<file path="config.mk">
export PLATFORM = sky130hd
export DESIGN_NAME = instr_fetch
export DESIGN_NICKNAME = d
export VERILOG_FILES = /design/src/rtl/instr_fetch.sv
export SDC_FILE = /design/constraint.sdc
export NUM_CORES = 1
export LEC_CHECK = 0
export ABC_AREA = 0
export CORE_ASPECT_RATIO = 0.5
export CORE_MARGIN = 2
export CORE_UTILIZATION = 46
export CTS_CLUSTER_DIAMETER = 120
export DETAILED_ROUTE_END_ITERATION = 12
export PLACE_DENSITY = 0.77
export SKIP_LAST_GASP = 1
export SLEW_MARGIN = 20
export SYNTH_ARGS = -nofsm -noshare
export SYNTH_HDL_FRONTEND = slang
export SYNTH_SLANG_ARGS = --single-unit
</file>
<file path="constraint.sdc">
create_clock -name clk -period 1.96 [get_ports clk]
set_input_delay 0.294 -clock clk [delete_from_list [all_inputs] [get_ports clk]]
set_output_delay 0.294 -clock clk [all_outputs]
set_load 0.05 [all_outputs]
</file>
<file path="src/rtl/instr_fetch.sv">
// Instruction fetch stage: walks a combinational ROM and hands words to the decoder
// over a valid/ready handshake. Define FETCH_JAL_PREDECODE_EN to follow JAL targets.
module instr_fetch #(
  parameter logic [31:0] RESET_PC  = 32'h0000_0000,
  parameter int unsigned ROM_WORDS = 58
) (
  input  logic        clk,
  input  logic        rst_n,
  input  logic        fetch_en,
  output logic [7:0]  rom_addr,
  input  logic [31:0] rom_instr,
  input  logic        redirect_valid,
  input  logic [31:0] redirect_pc,
  output logic        out_valid,
  input  logic        out_ready,
  output logic [31:0] out_instr,
  output logic [31:0] out_pc,
  output logic        out_oob
);

  localparam logic [31:0] NOP_INSTR = 32'h0000_0013;
  localparam logic [31:0] ROM_LIMIT = 32'(ROM_WORDS * 4);

  typedef enum logic {
    IDLE = 1'b0,
    RUN  = 1'b1
  } state_e;

  state_e      state_q, state_d;
  logic [31:0] pc_q, pc_d;
  logic        out_valid_q, out_valid_d;
  logic [31:0] out_instr_q, out_instr_d;
  logic [31:0] out_pc_q, out_pc_d;
  logic        out_oob_q, out_oob_d;

  logic        fetch_oob;
  logic [31:0] fetch_word;
  logic        load;
  logic [31:0] next_pc;
  logic        unused_redirect_lsbs;

  // Redirect targets are word aligned; the byte offset bits are dropped on purpose.
  assign unused_redirect_lsbs = ^redirect_pc[1:0];

  assign rom_addr   = pc_q[9:2];
  assign fetch_oob  = (pc_q >= ROM_LIMIT);
  assign fetch_word = fetch_oob ? NOP_INSTR : rom_instr;

  // A slot is free when nothing is held or the held word leaves this edge.
  assign load = (state_q == RUN) && (!out_valid_q || out_ready) && !redirect_valid;

`ifdef FETCH_JAL_PREDECODE_EN
  function automatic logic signed [31:0] jal_offset(input logic [31:0] w);
    logic signed [31:0] imm;
    imm = $signed({{12{w[31]}}, w[19:12], w[20], w[30:21], 1'b0});
    return imm;
  endfunction

  logic        is_jal;
  logic [31:0] jal_target;

  assign is_jal     = (fetch_word[6:0] == 7'b1101111);
  assign jal_target = pc_q + $unsigned(jal_offset(fetch_word));
  assign next_pc    = is_jal ? jal_target : (pc_q + 32'd4);
`else
  assign next_pc = pc_q + 32'd4;
`endif

  always_comb begin
    state_d     = fetch_en ? RUN : IDLE;
    pc_d        = pc_q;
    out_valid_d = out_valid_q;
    out_instr_d = out_instr_q;
    out_pc_d    = out_pc_q;
    out_oob_d   = out_oob_q;

    if (redirect_valid) begin
      out_valid_d = 1'b0;
      pc_d        = {redirect_pc[31:2], 2'b00};
    end else if (load) begin
      out_valid_d = 1'b1;
      out_instr_d = fetch_word;
      out_pc_d    = pc_q;
      out_oob_d   = fetch_oob;
      pc_d        = next_pc;
    end else if ((state_q == IDLE) && out_valid_q && out_ready) begin
      // Draining while paused: the decoder takes the last word, nothing replaces it.
      out_valid_d = 1'b0;
    end
  end

  always_ff @(posedge clk or negedge rst_n) begin
    if (!rst_n) begin
      state_q     <= IDLE;
      pc_q        <= RESET_PC;
      out_valid_q <= 1'b0;
      out_instr_q <= NOP_INSTR;
      out_pc_q    <= 32'h0000_0000;
      out_oob_q   <= 1'b0;
    end else begin
      state_q     <= state_d;
      pc_q        <= pc_d;
      out_valid_q <= out_valid_d;
      out_instr_q <= out_instr_d;
      out_pc_q    <= out_pc_d;
      out_oob_q   <= out_oob_d;
    end
  end

  assign out_valid = out_valid_q;
  assign out_instr = out_instr_q;
  assign out_pc    = out_pc_q;
  assign out_oob   = out_oob_q;

endmodule

</file>
# Word level (Yosys, flattened, before mapping)
# Cells that the tools add are included.
# op_classes
add_sub_neg	1
n_lt_le_gt_ge	1
mux	7
bitwise	2
n_reduce_logical	10
# ops
op	n
two-way mux 32 bit	3
adder 32 x 3 -> 32 bit, second input constant	1
greater-or-equal comparator 32 x 8 -> 1 bit, second input constant	1
logical AND 1 bit	4
two-way mux 1 bit	4
nonzero test 3 bit	1
logical NOT 1 bit	2
NOT 1 bit	2
AND reduction 2 bit	1
nonzero test 2 bit	1
logical OR 1 bit	1
# totals
regBits	99
in_bits	69
out_inout_bits	74
elab_cells	27

# Longest topological paths before layout
# Gate-level depths: netlist (run 1).
# depth
depth_word	6
ltp_mapped	8
mapped_depth_nobuf	7

# Worst setup path after synthesis (run 1)
# Ideal clock, no wire load.
# synth_path
kind	register to register
startpoint	register out_valid_q (netlist: out_valid)
endpoint	register pc_q[22]
setup_time_ns	0.125
t_arrival_ns	1.729
required_ns	1.835
setup_slack_ns	0.106
path_stages_with_launch	6
path_buffers	0
path_cell_list	dfrtp_1 > nor2b_1 > nor3_2 > nand4_1 > xnor2_1 > mux2_2
# synth_between
elab_chain_len	5
# synth_rtl
item	line_no	text
start: declaration	31	logic out_valid_q, out_valid_d;
start signal: assignment	103	out_valid_q <= out_valid_d;
logical NOT 1 bit	50	assign load = (state_q == RUN) && (!out_valid_q || out_ready) && !redirect_valid;
logical OR 1 bit	50	
logical AND 1 bit (2 in series)	50	
nonzero test 2 bit (no line)	--	
end signal: assignment	102	pc_q <= pc_d;
end: declaration	30	logic [31:0] pc_q, pc_d;
# Every way passes these cells.
# A chain may end at the register's enable or synchronous reset.

# Final worst setup path (run 1)
# layout_path
startpoint	register out_pc_q[14] (netlist: out_pc[14])
endpoint	output port out_pc[14]
# layout_lines
item	line_no	text
start: declaration	33	logic [31:0] out_pc_q, out_pc_d;
start signal: assignment	105	out_pc_q <= out_pc_d;
end: declaration	17	output logic [31:0] out_pc,
# No word-level cell between the ends.

==> results of run 1 <==
## power breakdown
group	total (mW)	leakage [nW]	internal, mW	switching, mW
clock network	1.75	0.146	1.02	0.728
logic	1.26	1.54	0.475	0.787
registers	2.26	1.22	2.13	0.138
## sequential cells by signal, indices dropped and copies added, names as in the netlist
| signal | count |
|---|---|
| out_instr | 32 |
| out_pc | 30 |
| pc_q | 30 |
| out_oob | 1 |
| out_valid | 1 |
| state_q | 1 |
## final cells by class
cell class / count / area (um^2)
clock buffer: 11 / 243
sequential: 95 / 2380
clock inverter: 5 / 56.3
timing repair buffer: 161 / 1620
inverter: 2 / 7.51
fill: 721 / 2710
tap: 117 / 146
multi-input combinational: 353 / 1780
## repair_timing
action | CTS | global route
gates resized for setup | 3 | 5
hold endpoints to repair | 25 | 0
cloned | 0 | 0
hold buffers | 1 | 0
setup endpoints to repair | 3 | 5
## through the flow
stage / setup WS, ns / power, mW / instance area, um^2 / instances / hold slack [ns]
2_1_floorplan: 0.106 / 3.03 / 4350 / 486 / -0.00159
3_3_place_gp: -0.119 / 3.55 / 5910 / 727 / 0.234
3_5_place_dp: -0.178 / 3.57 / 5910 / 727 / 0.239
4_1_cts: 0.00600 / 5.33 / 6220 / 744 / 0.297
5_1_grt: 0.0418 / 5.49 / 6240 / 744 / 0.316
6_report: 0.133 / 5.28 / 6240 / 744 / 0.304
## how the worst min path moves through the flow
| stage | start | end | slack [ns] | cells past startpoint |
|---|---|---|---|---|
| 6_report | redirect_valid | out_valid | 0.30 | 2 |
| 2_1_floorplan | rst_n | out_instr[10] | -0.002 | 0 |
| 5_1_grt | redirect_valid | out_valid | 0.32 | 2 |
| 4_1_cts | redirect_valid | out_valid | 0.30 | 2 |
| 3_3_place_gp | rst_n | out_pc[3] | 0.23 | 1 |
| 3_5_place_dp | rst_n | out_pc[2] | 0.24 | 1 |
## kinds of logic after synthesis
group	after synthesis	share of synthesized area, %
xor gates and xnor gates	29	5.85
buffers and inverters	38	4.49
muxes	2	0.519
adders and majority gates	2	0.576
DFF	95	54.8
other	1	0.0863
AOI/OAI and AO/OA	35	4.18
and+or+nand+nor	283	29.5
## placed cells by master (no fill, tap or decap), types with 3 or more instances in the layout
| cell | instances |
|---|---|
| sky130_fd_sc_hd__a21oi_1 | 4 |
| sky130_fd_sc_hd__and3_1 | 3 |
| sky130_fd_sc_hd__buf_12 | 6 |
| sky130_fd_sc_hd__buf_4 | 22 |
| sky130_fd_sc_hd__clkbuf_16 | 9 |
| sky130_fd_sc_hd__clkdlybuf4s50_1 | 124 |
| sky130_fd_sc_hd__dfrtp_1 | 92 |
| sky130_fd_sc_hd__dfstp_2 | 3 |
| sky130_fd_sc_hd__dlygate4sd2_1 | 3 |
| sky130_fd_sc_hd__dlymetal6s2s_1 | 4 |
| sky130_fd_sc_hd__nand2_1 | 187 |
| sky130_fd_sc_hd__nand3_1 | 42 |
| sky130_fd_sc_hd__nand4_1 | 12 |
| sky130_fd_sc_hd__nor2_1 | 12 |
| sky130_fd_sc_hd__nor4_1 | 7 |
| sky130_fd_sc_hd__o21ai_0 | 16 |
| sky130_fd_sc_hd__o21ai_1 | 13 |
| sky130_fd_sc_hd__xnor2_1 | 8 |
| sky130_fd_sc_hd__xor2_1 | 21 |
## worst reg2reg max path, delay by kind of cell (launching register included)
kind,cells,cell delay [ns]
AND/OR/NAND/NOR,4,0.60
flip-flops,1,0.38
buffers and inverters,2,0.37
AO/OA/AOI/OAI,1,0.16
adder cells (fa/ha/maj),1,0.18
## metal layers
layer	wire [um]	vias to the layer above
met2	4940	81
li1	-	1851
met4	57	0
met1	5150	1796
met3	499	6
met5	0	-
==> impl_metrics.xml, run 1 <==
<?xml version="1.0" encoding="UTF-8"?>
<metrics>
  <group name="timing">
    <metric name="fin_tns_setup" unit="ns">0</metric>
    <metric name="timing_worst_slew_pin_value" unit="ns">0.547</metric>
    <metric name="min_period" unit="ns">1.83</metric>
    <metric name="maxSlewViolCount" unit="">0</metric>
    <metric name="maxClockFrequency" unit="GHz">0.547</metric>
    <metric name="finalHoldViolations" unit="">0</metric>
    <metric name="clock-skew-final" unit="ns">0.00589</metric>
    <metric name="final.period_utilization" unit="%">93.2</metric>
    <metric name="slew_headroom" unit="%">63.4</metric>
    <metric name="setup_viol" unit="">0</metric>
    <metric name="rsz0062_at_grt" unit="">no</metric>
  </group>
  <group name="global_routing">
    <metric name="globalRouteMet3Util" unit="%">4.92</metric>
    <metric name="gr-max-usage-layer" unit="">met2</metric>
    <metric name="grt_first_pass_wirelength" unit="mm">17.7</metric>
    <metric name="globalRoute.totalOverflow" unit="">0</metric>
    <metric name="vias_in_the_first_global_route" unit="">3607</metric>
    <metric name="pin_count_of_the_biggest_net_entering_global_routing" unit="">53</metric>
    <metric name="met2_usage" unit="%">35.5</metric>
    <metric name="grt_antenna_before_repair" unit="">0</metric>
    <metric name="use_met1" unit="%">30.2</metric>
    <metric name="grt.total_usage" unit="%">21.7</metric>
  </group>
  <group name="clocking">
    <metric name="cts_max_path_buffers" unit="">2</metric>
    <metric name="cts_setup_buffers" unit="">0</metric>
    <metric name="clock_tree_from_tritoncts" unit="">done</metric>
    <metric name="clockRootBuffer" unit="">sky130_fd_sc_hd__clkbuf_16</metric>
    <metric name="htreeDepth" unit="">3</metric>
    <metric name="clk-insertion-delay-late" unit="ns">0.34</metric>
    <metric name="cts_sinks" unit="">95</metric>
    <metric name="cts.reportedPaths.clkPinSlew" unit="ns">0.06</metric>
    <metric name="cts_made_buffers" unit="">9</metric>
  </group>
  <group name="setup_path">
    <metric name="cp-startpoint" unit="">out_pc[14]</metric>
    <metric name="critical_path_peak_fanout" unit="">2</metric>
    <metric name="cp-start-kind" unit="">register</metric>
    <metric name="timing.critical_path.buf_inv" unit="">1</metric>
    <metric name="timing.critical_path.depth" unit="">1</metric>
    <metric name="crit_path_class" unit="">reg -&gt; out</metric>
    <metric name="ff_to_ff_start" unit="">pc_q[3]</metric>
    <metric name="cp_data_arrival_time" unit="ns">1.53</metric>
    <metric name="critical_path_cell_with_the_highest_stage_delay" unit="">sky130_fd_sc_hd__clkdlybuf4s50_1</metric>
    <metric name="setup_slack_of_the_most_critical_reg_to_reg_path" unit="ns">0.22</metric>
    <metric name="reg2reg_to" unit="">out_instr[6]</metric>
    <metric name="worstSetupEndpoint" unit="">out_pc[14]</metric>
    <metric name="crit_path_end_kind" unit="">primary output</metric>
    <metric name="timing.reg2reg.worst_path_depth" unit="">8</metric>
    <metric name="cpPeakStageDelay" unit="ns">0.83</metric>
    <metric name="delay_heaviest_family_cp" unit="">buffers and inverters</metric>
    <metric name="critical_path_required" unit="ns">1.67</metric>
    <metric name="worstPathCellList" unit="">clkdlybuf4s50_1</metric>
  </group>
  <group name="floorplan">
    <metric name="dieHeight" unit="um">72.7</metric>
    <metric name="die-area" unit="um^2">10300</metric>
    <metric name="core_area" unit="um^2">8950</metric>
    <metric name="std_cell_rows" unit="">24</metric>
    <metric name="initial_core_util" unit="%">48.5</metric>
    <metric name="ios" unit="">143</metric>
    <metric name="die_w" unit="um">141</metric>
  </group>
  <group name="layout">
    <metric name="diodes" unit="">0</metric>
    <metric name="post-route-util" unit="%">69.7</metric>
    <metric name="syn_to_final_growth" unit="%">43.6</metric>
    <metric name="nets" unit="">693</metric>
    <metric name="post_route_cells_drive_above_1_share" unit="%">9.73</metric>
  </group>
  <group name="pwr">
    <metric name="power.ir.vdd_worst" unit="mV">0.551</metric>
    <metric name="leakagePower" unit="nW">2.90</metric>
    <metric name="pwr_density_cell" unit="nW/um^2">846</metric>
  </group>
  <group name="logic_synthesis">
    <metric name="number_of_synthesized_flops_with_an_enable_pin" unit="">0</metric>
    <metric name="post_synth_instance_area" unit="um^2">4340</metric>
    <metric name="synth.area.top_cells" unit="">sky130_fd_sc_hd__dfrtp_1 53%, sky130_fd_sc_hd__nand2_1 16%, sky130_fd_sc_hd__nand3_1 4.8%</metric>
    <metric name="post-synth-top-area-fraction" unit="%">53.0</metric>
    <metric name="yosys_warnings" unit="">0</metric>
    <metric name="average_cell_area_after_synthesis" unit="um^2">8.95</metric>
    <metric name="synth.cells.most_frequent" unit="">187 x sky130_fd_sc_hd__nand2_1, 92 x sky130_fd_sc_hd__dfrtp_1, 42 x sky130_fd_sc_hd__nand3_1</metric>
    <metric name="synth_seq_cells" unit="">95</metric>
    <metric name="synth_sequential_area_ratio" unit="%">54.8</metric>
    <metric name="dominantRegCellSynth" unit="">sky130_fd_sc_hd__dfrtp_1</metric>
    <metric name="synth.distinct_cells" unit="">38</metric>
    <metric name="synth-async-reset-ratio" unit="%">100</metric>
    <metric name="yosysMostFrequentCell" unit="">sky130_fd_sc_hd__nand2_1</metric>
    <metric name="synthCells" unit="">485</metric>
    <metric name="yosys.area.top_type" unit="">sky130_fd_sc_hd__dfrtp_1</metric>
  </group>
  <group name="detailed_routing">
    <metric name="detailedRoute.firstPassIterationCount" unit="">4</metric>
    <metric name="number_of_drc_markers_in_iteration_0" unit="">210</metric>
    <metric name="vias_per_cell" unit="">5.02</metric>
    <metric name="wire_length_per_cell" unit="um">14.3</metric>
    <metric name="postRouteAntennaNets" unit="">0</metric>
    <metric name="wl" unit="mm">10.7</metric>
    <metric name="detailed_route_via_count" unit="">3734</metric>
    <metric name="drc" unit="">0</metric>
  </group>
  <group name="flow_run">
    <metric name="drv_cap" unit="">0</metric>
  </group>
  <group name="placed_design">
    <metric name="detailed_place_hpwl" unit="mm">7.55</metric>
    <metric name="gp_routability_congestion" unit="">0.846</metric>
    <metric name="io_buffer_count" unit="">138</metric>
  </group>
  <group name="run_status">
    <metric name="result_of_the_run" unit="">finished, final reports clean</metric>
  </group>
  <group name="min_path">
    <metric name="holdCritPathClass" unit="">in -&gt; reg</metric>
  </group>
</metrics>
Note: power is estimated with default switching activity, not from simulation.
==> run 2, diff against run 1 <==
Settings changed: CAP_MARGIN from default to 10, RECOVER_POWER from default to 100.
==> run 2 against run 1 <==
Power fell by 0.17%. Count of clock-buffer cells in the layout stayed put. Wire length about the same. Sequential share of layout area increased by 0.12 points. Via count is 0.19% lower. Clock power barely moved. Register-to-register slack is essentially flat. Worst setup slack worse by 0.00087 ns. Largest power group unchanged.
==> impl_metrics.xml, run 2 (same netlist as run 1, synthesis figures left out) <==
<?xml version="1.0" encoding="UTF-8"?>
<metrics>
  <group name="setup_path">
    <metric name="timing.critical_path.buf_inv" unit="">1</metric>
    <metric name="timing.reg2reg.worst_path_depth" unit="">8</metric>
    <metric name="cp-startpoint" unit="">out_pc[14]</metric>
    <metric name="critical_path_cell_with_the_highest_stage_delay" unit="">sky130_fd_sc_hd__clkdlybuf4s50_1</metric>
    <metric name="cpPeakStageDelay" unit="ns">0.83</metric>
    <metric name="timing.critical_path.depth" unit="">1</metric>
    <metric name="delay_heaviest_family_cp" unit="">buffers and inverters</metric>
    <metric name="crit_path_end_kind" unit="">primary output</metric>
    <metric name="critical_path_peak_fanout" unit="">2</metric>
    <metric name="critical_path_required" unit="ns">1.67</metric>
    <metric name="crit_path_class" unit="">reg -&gt; out</metric>
    <metric name="ff_to_ff_start" unit="">pc_q[3]</metric>
    <metric name="worstPathCellList" unit="">clkdlybuf4s50_1</metric>
    <metric name="cp_data_arrival_time" unit="ns">1.53</metric>
    <metric name="cp-start-kind" unit="">register</metric>
  </group>
  <group name="clocking">
    <metric name="cts_max_path_buffers" unit="">2</metric>
    <metric name="cts.reportedPaths.clkPinSlew" unit="ns">0.06</metric>
    <metric name="htreeDepth" unit="">3</metric>
    <metric name="clockRootBuffer" unit="">sky130_fd_sc_hd__clkbuf_16</metric>
    <metric name="cts_sinks" unit="">95</metric>
    <metric name="clock_tree_from_tritoncts" unit="">done</metric>
    <metric name="clk-insertion-delay-late" unit="ns">0.34</metric>
    <metric name="cts_made_buffers" unit="">9</metric>
  </group>
  <group name="layout">
    <metric name="largest_register_ffs" unit="">32</metric>
    <metric name="syn_to_final_growth" unit="%">43.1</metric>
    <metric name="layout.cells.most_common_list" unit="">187 x sky130_fd_sc_hd__nand2_1, 122 x sky130_fd_sc_hd__clkdlybuf4s50_1, 92 x sky130_fd_sc_hd__dfrtp_1</metric>
    <metric name="final_cells" unit="">744</metric>
    <metric name="commonest_non_fill_non_tap_cell_in_the_layout" unit="">sky130_fd_sc_hd__nand2_1</metric>
    <metric name="diodes" unit="">0</metric>
    <metric name="post_route_cells_drive_above_1_share" unit="%">9.09</metric>
    <metric name="nets" unit="">693</metric>
  </group>
  <group name="pwr">
    <metric name="p_sw" unit="mW">1.65</metric>
    <metric name="leakagePower" unit="nW">2.88</metric>
    <metric name="sequentialPowerShare" unit="%">43.0</metric>
    <metric name="pwr_density_cell" unit="nW/um^2">847</metric>
    <metric name="cell_internal_power" unit="mW">3.62</metric>
    <metric name="combinationalPowerShare" unit="%">23.8</metric>
    <metric name="power.ir.vdd_worst" unit="mV">0.554</metric>
    <metric name="power.switching_fraction" unit="%">31.4</metric>
    <metric name="power_frac_clock" unit="%">33.3</metric>
  </group>
  <group name="timing">
    <metric name="holdWs" unit="ns">0.301</metric>
    <metric name="clock-skew-final" unit="ns">0.00521</metric>
    <metric name="maxSlewViolCount" unit="">0</metric>
    <metric name="final.setup.worst_slack" unit="ns">0.132</metric>
    <metric name="min_period" unit="ns">1.83</metric>
    <metric name="slew_headroom" unit="%">51.6</metric>
    <metric name="timing_worst_slew_pin_value" unit="ns">0.726</metric>
    <metric name="setup_viol" unit="">0</metric>
    <metric name="final.period_utilization" unit="%">93.3</metric>
    <metric name="maxClockFrequency" unit="GHz">0.547</metric>
    <metric name="rsz0062_at_grt" unit="">no</metric>
    <metric name="finalHoldViolations" unit="">0</metric>
  </group>
  <group name="detailed_routing">
    <metric name="detailed_route_via_count" unit="">3727</metric>
    <metric name="wl" unit="mm">10.6</metric>
    <metric name="detailedRoute.firstPassIterationCount" unit="">4</metric>
    <metric name="drc" unit="">0</metric>
    <metric name="postRouteAntennaNets" unit="">0</metric>
    <metric name="number_of_drc_markers_in_iteration_0" unit="">190</metric>
    <metric name="wire_length_per_cell" unit="um">14.3</metric>
    <metric name="vias_per_cell" unit="">5.01</metric>
  </group>
  <group name="min_path">
    <metric name="worst_hold_startpoint" unit="">redirect_valid</metric>
    <metric name="holdCritPathClass" unit="">in -&gt; reg</metric>
    <metric name="min_path_cells" unit="">2</metric>
  </group>
  <group name="global_routing">
    <metric name="pin_count_of_the_biggest_net_entering_global_routing" unit="">53</metric>
    <metric name="gr-max-usage-layer" unit="">met2</metric>
    <metric name="grt.total_usage" unit="%">21.7</metric>
    <metric name="globalRoute.totalOverflow" unit="">0</metric>
    <metric name="grt_first_pass_wirelength" unit="mm">17.7</metric>
    <metric name="vias_in_the_first_global_route" unit="">3607</metric>
    <metric name="grt_antenna_before_repair" unit="">0</metric>
    <metric name="globalRouteMet3Util" unit="%">4.92</metric>
    <metric name="met2_usage" unit="%">35.5</metric>
    <metric name="use_met1" unit="%">30.2</metric>
  </group>
  <group name="placed_design">
    <metric name="post-place-cells" unit="">727</metric>
    <metric name="detailed_place_hpwl" unit="mm">7.55</metric>
    <metric name="dp_slack" unit="ns">-0.178</metric>
    <metric name="gp_routability_congestion" unit="">0.846</metric>
    <metric name="io_buffer_count" unit="">138</metric>
  </group>
  <group name="floorplan">
    <metric name="dieHeight" unit="um">72.7</metric>
    <metric name="ios" unit="">143</metric>
    <metric name="std_cell_rows" unit="">24</metric>
    <metric name="initial_core_util" unit="%">48.5</metric>
    <metric name="core_area" unit="um^2">8950</metric>
    <metric name="die_w" unit="um">141</metric>
    <metric name="die-area" unit="um^2">10300</metric>
  </group>
  <group name="run_status">
    <metric name="result_of_the_run" unit="">finished, final reports clean</metric>
  </group>
  <group name="flow_run">
    <metric name="drv_cap" unit="">0</metric>
  </group>
</metrics>
==> run 2: cell types whose count changed in the layout (fill, tap and decap cells not counted), sizes merged <==
cell / previous run / this run
buf: 29 / 23
clkbuf: 11 / 17
clkdlybuf4s50: 124 / 122
dlygate4sd3: 1 / 3
==> run 2: worst paths after layout <==
| kind | end | slack, ns |
|---|---|---|
| worst min register to register | out_instr[29] | 0.46 |
| max in group asynchronous | pc_q[19] | 0.38 |
| worst max register to register | out_instr[6] | 0.23 |
| worst min-delay path | out_valid | 0.30 |
| worst max-delay path | out_pc[14] | 0.13 |
| min in group asynchronous | pc_q[5] | 0.55 |
==> run 2: routing by layer <==
layer	routed length, um	share of wire (%)
met1	5070	48
met2	4980	47
met4	51	0.48
met5	0	0
met3	545	5.1
==> run 2: layout make-up <==
| cell class | instances | area (um^2) |
|---|---|---|
| clock buffer | 11 | 243 |
| multi-input combinational | 353 | 1780 |
| clock inverter | 5 | 56.3 |
| tap | 117 | 146 |
| sequential | 95 | 2380 |
| inverter | 2 | 7.51 |
| timing repair buffer | 161 | 1600 |
| fill | 731 | 2730 |
==> run 2: repair_timing <==
action                                 in CTS  in global routing
resized for setup                           3                  5
buffers inserted                            0                  0
setup endpoints to repair                   3                  5
hold buffers                                1                  0
endpoints found under the hold margin      25                  0
pin swaps                                   0                  0
==> run 2: stage by stage <==
step / utilization, % / power (mW) / TNS (ns) / cell area, um^2
after CTS: 69.5 / 5.33 / 0 / 6220
after global routing: 69.5 / 5.49 / 0 / 6220
after global placement: 66.1 / 3.55 / -0.146 / 5910
final: 69.5 / 5.27 / 0 / 6220
after floorplan: - / 3.03 / 0 / 4350
after detailed placement: 66.1 / 3.57 / -0.342 / 5910
==> run 2: power groups by stage <==
stage	Clock [mW]	Sequential [mW]	Combinational [mW]
2_1_floorplan	0	2.66	0.367
3_3_place_gp	0	2.29	1.26
3_5_place_dp	0	2.30	1.27
4_1_cts	1.79	2.26	1.27
5_1_grt	1.86	2.29	1.34
6_report	1.75	2.26	1.25
==> run 3, diff against run 2 <==
Settings changed: CELL_PAD_IN_SITES_DETAIL_PLACEMENT from default to 1, CELL_PAD_IN_SITES_GLOBAL_PLACEMENT from default to 2, CORE_UTILIZATION 46 to 27, PLACE_DENSITY 0.77 to 0.78, SLEW_MARGIN 20 to default.
==> run 3 against run 2 <==
Count of clock-buffer cells in the layout unchanged. Combinational power down 6%. Die area up 67%. Power up 1.3%. Non-clock buffer count unchanged. Highest routed layer unchanged.
==> impl_metrics.xml, run 3 (same netlist as run 1, synthesis figures left out) <==
<?xml version="1.0" encoding="UTF-8"?>
<metrics>
  <group name="run_status">
    <metric name="result_of_the_run" unit="">finished, final reports clean</metric>
  </group>
  <group name="timing">
    <metric name="final.period_utilization" unit="%">95.8</metric>
    <metric name="rsz0062_at_grt" unit="">no</metric>
    <metric name="maxSlewViolCount" unit="">0</metric>
    <metric name="finalHoldViolations" unit="">0</metric>
    <metric name="clock-skew-final" unit="ns">0.00543</metric>
    <metric name="setup_viol" unit="">0</metric>
    <metric name="timing_worst_slew_pin_value" unit="ns">0.785</metric>
    <metric name="maxClockFrequency" unit="GHz">0.532</metric>
    <metric name="final.setup.worst_slack" unit="ns">0.0817</metric>
    <metric name="slew_headroom" unit="%">47.6</metric>
    <metric name="min_period" unit="ns">1.88</metric>
    <metric name="holdWs" unit="ns">0.367</metric>
  </group>
  <group name="setup_path">
    <metric name="critical_path_cell_with_the_highest_stage_delay" unit="">sky130_fd_sc_hd__dlygate4sd3_1</metric>
    <metric name="cpPeakStageDelay" unit="ns">0.89</metric>
    <metric name="worstPathCellList" unit="">dlygate4sd3_1</metric>
    <metric name="crit_path_end_kind" unit="">primary output</metric>
    <metric name="crit_path_class" unit="">reg -&gt; out</metric>
    <metric name="critical_path_required" unit="ns">1.67</metric>
    <metric name="cp-start-kind" unit="">register</metric>
    <metric name="delay_heaviest_family_cp" unit="">buffers and inverters</metric>
    <metric name="critical_path_peak_fanout" unit="">2</metric>
    <metric name="timing.critical_path.buf_inv" unit="">1</metric>
    <metric name="cp_data_arrival_time" unit="ns">1.58</metric>
  </group>
  <group name="clocking">
    <metric name="clk-insertion-delay-late" unit="ns">0.34</metric>
    <metric name="cts_max_path_buffers" unit="">2</metric>
    <metric name="clock_tree_from_tritoncts" unit="">done</metric>
    <metric name="cts.reportedPaths.clkPinSlew" unit="ns">0.07</metric>
    <metric name="cts_made_buffers" unit="">9</metric>
    <metric name="clockRootBuffer" unit="">sky130_fd_sc_hd__clkbuf_16</metric>
    <metric name="htreeDepth" unit="">3</metric>
    <metric name="cts_sinks" unit="">95</metric>
  </group>
  <group name="pwr">
    <metric name="p_sw" unit="mW">1.67</metric>
    <metric name="power_frac_clock" unit="%">35.4</metric>
    <metric name="power.switching_fraction" unit="%">31.4</metric>
    <metric name="sequentialPowerShare" unit="%">42.5</metric>
    <metric name="cell_internal_power" unit="mW">3.66</metric>
    <metric name="power.ir.vdd_worst" unit="mV">0.450</metric>
    <metric name="leakagePower" unit="nW">2.95</metric>
    <metric name="combinationalPowerShare" unit="%">22.1</metric>
    <metric name="pwr_density_cell" unit="nW/um^2">860</metric>
  </group>
  <group name="detailed_routing">
    <metric name="route.top_layer_used" unit="">met4</metric>
    <metric name="postRouteAntennaNets" unit="">0</metric>
    <metric name="wire_length_per_cell" unit="um">15.4</metric>
    <metric name="vias_per_cell" unit="">4.55</metric>
    <metric name="drc" unit="">0</metric>
    <metric name="met3_wirelength_from_detailed_routing" unit="um">384</metric>
    <metric name="wl" unit="mm">12.8</metric>
    <metric name="detailroute.wirelength.met2" unit="mm">6.01</metric>
    <metric name="number_of_drc_markers_in_iteration_0" unit="">184</metric>
    <metric name="detailed_route_via_count" unit="">3776</metric>
    <metric name="wirelength_met1" unit="mm">6.27</metric>
    <metric name="detailedRoute.firstPassIterationCount" unit="">4</metric>
  </group>
  <group name="global_routing">
    <metric name="grt.total_usage" unit="%">15.4</metric>
    <metric name="grt_antenna_before_repair" unit="">0</metric>
    <metric name="grt_first_pass_wirelength" unit="mm">20.9</metric>
    <metric name="globalRoute.totalOverflow" unit="">0</metric>
    <metric name="vias_in_the_first_global_route" unit="">3960</metric>
    <metric name="pin_count_of_the_biggest_net_entering_global_routing" unit="">46</metric>
  </group>
  <group name="layout">
    <metric name="largest_register_ffs" unit="">32</metric>
    <metric name="diodes" unit="">0</metric>
    <metric name="nets" unit="">693</metric>
    <metric name="final.fill_count" unit="">1829</metric>
    <metric name="post_route_cells_drive_above_1_share" unit="%">7.83</metric>
    <metric name="commonest_non_fill_non_tap_cell_in_the_layout" unit="">sky130_fd_sc_hd__nand2_1</metric>
    <metric name="final_cells" unit="">830</metric>
    <metric name="layout.cells.most_common_list" unit="">187 x sky130_fd_sc_hd__nand2_1, 92 x sky130_fd_sc_hd__dfrtp_1, 63 x sky130_fd_sc_hd__clkdlybuf4s50_1</metric>
    <metric name="syn_to_final_growth" unit="%">42.9</metric>
  </group>
  <group name="flow_run">
    <metric name="drv_cap" unit="">0</metric>
  </group>
  <group name="floorplan">
    <metric name="std_cell_rows" unit="">32</metric>
    <metric name="dieHeight" unit="um">93.7</metric>
    <metric name="die-area" unit="um^2">17200</metric>
    <metric name="ios" unit="">143</metric>
    <metric name="core_area" unit="um^2">15600</metric>
    <metric name="die_w" unit="um">183</metric>
    <metric name="initial_core_util" unit="%">27.9</metric>
  </group>
  <group name="placed_design">
    <metric name="detailed_place_hpwl" unit="mm">9.21</metric>
    <metric name="dp_slack" unit="ns">-0.0674</metric>
    <metric name="io_buffer_count" unit="">138</metric>
    <metric name="post-place-cells" unit="">814</metric>
    <metric name="gp_routability_congestion" unit="">0.753</metric>
  </group>
  <group name="min_path">
    <metric name="holdCritPathClass" unit="">in -&gt; reg</metric>
  </group>
</metrics>
run 3: cell count changes in the layout (fill, tap and decap cells not counted), moves of 3 or more:
cell / before / now
sky130_fd_sc_hd__o21ai_0: 16 / 26
sky130_fd_sc_hd__buf_12: 6 / 3
sky130_fd_sc_hd__buf_4: 16 / 12
sky130_fd_sc_hd__o21ai_1: 13 / 3
sky130_fd_sc_hd__clkbuf_4: 0 / 3
sky130_fd_sc_hd__dlymetal6s2s_1: 4 / 0
sky130_fd_sc_hd__dlygate4sd3_1: 3 / 59
sky130_fd_sc_hd__clkdlybuf4s50_1: 122 / 63
sky130_fd_sc_hd__clkbuf_1: 5 / 16
run 3: metrics by stage:
stage                     area, um^2  total power [mW]  TNS, ns  utilization, %
after floorplan                 4350              3.03        0               -
after global placement          6010              3.57        0            38.6
after detailed placement        6010              3.59  -0.0908            38.6
after CTS                       6330              5.53        0            40.6
after global routing            6210              5.61        0            39.9
final                           6210              5.34        0            39.9
run 3: repair_timing:
item / in CTS / in global routing
hold buffers: 1 / 0
endpoints found under the hold margin: 28 / 0
setup endpoints to repair: 3 / 1
setup buffers: 0 / 0
resized for setup: 3 / 1
run 3: cell type report:
class	instances	area, um^2	share of cell area (%)
well taps	204	255	4.11
clock buffers	11	243	3.91
inverters	2	7.51	0.121
repair buffers	161	1490	24.0
clock inverters	4	70.1	1.13
multi-input cells	353	1760	28.3
flip-flops and latches	95	2380	38.4
run 3: path summary, 6_finish.rpt:
path / end / slack [ns] / depth (start not counted) / from
setup / recovery: out_pc[22] / 0.08 / 1 / out_pc[22]
hold / removal: out_valid / 0.37 / 3 / redirect_valid
setup reg to reg: out_instr[23] / 0.13 / 7 / pc_q[3]
hold reg to reg: out_instr[23] / 0.46 / 2 / out_instr[23]
max in group asynchronous: out_instr[1] / 0.32 / 3 / rst_n
min in group asynchronous: out_pc[2] / 0.56 / 2 / rst_n
run 3: metal layers:
layer / up-vias / GRT usage, %
li1: 1860 / -
met1: 1832 / 20.4
met2: 71 / 26.3
met3: 13 / 3.18
met4: 0 / 3.33
met5: - / 0
run 3: power groups by stage:
| stage | clock (mW) | combinational [mW] | sequential (mW) |
|---|---|---|---|
| after floorplan | 0 | 0.367 | 2.66 |
| after global placement | 0 | 1.26 | 2.31 |
| after detailed placement | 0 | 1.27 | 2.31 |
| after CTS | 1.97 | 1.28 | 2.28 |
| after global routing | 2.05 | 1.27 | 2.30 |
| final | 1.89 | 1.18 | 2.27 |
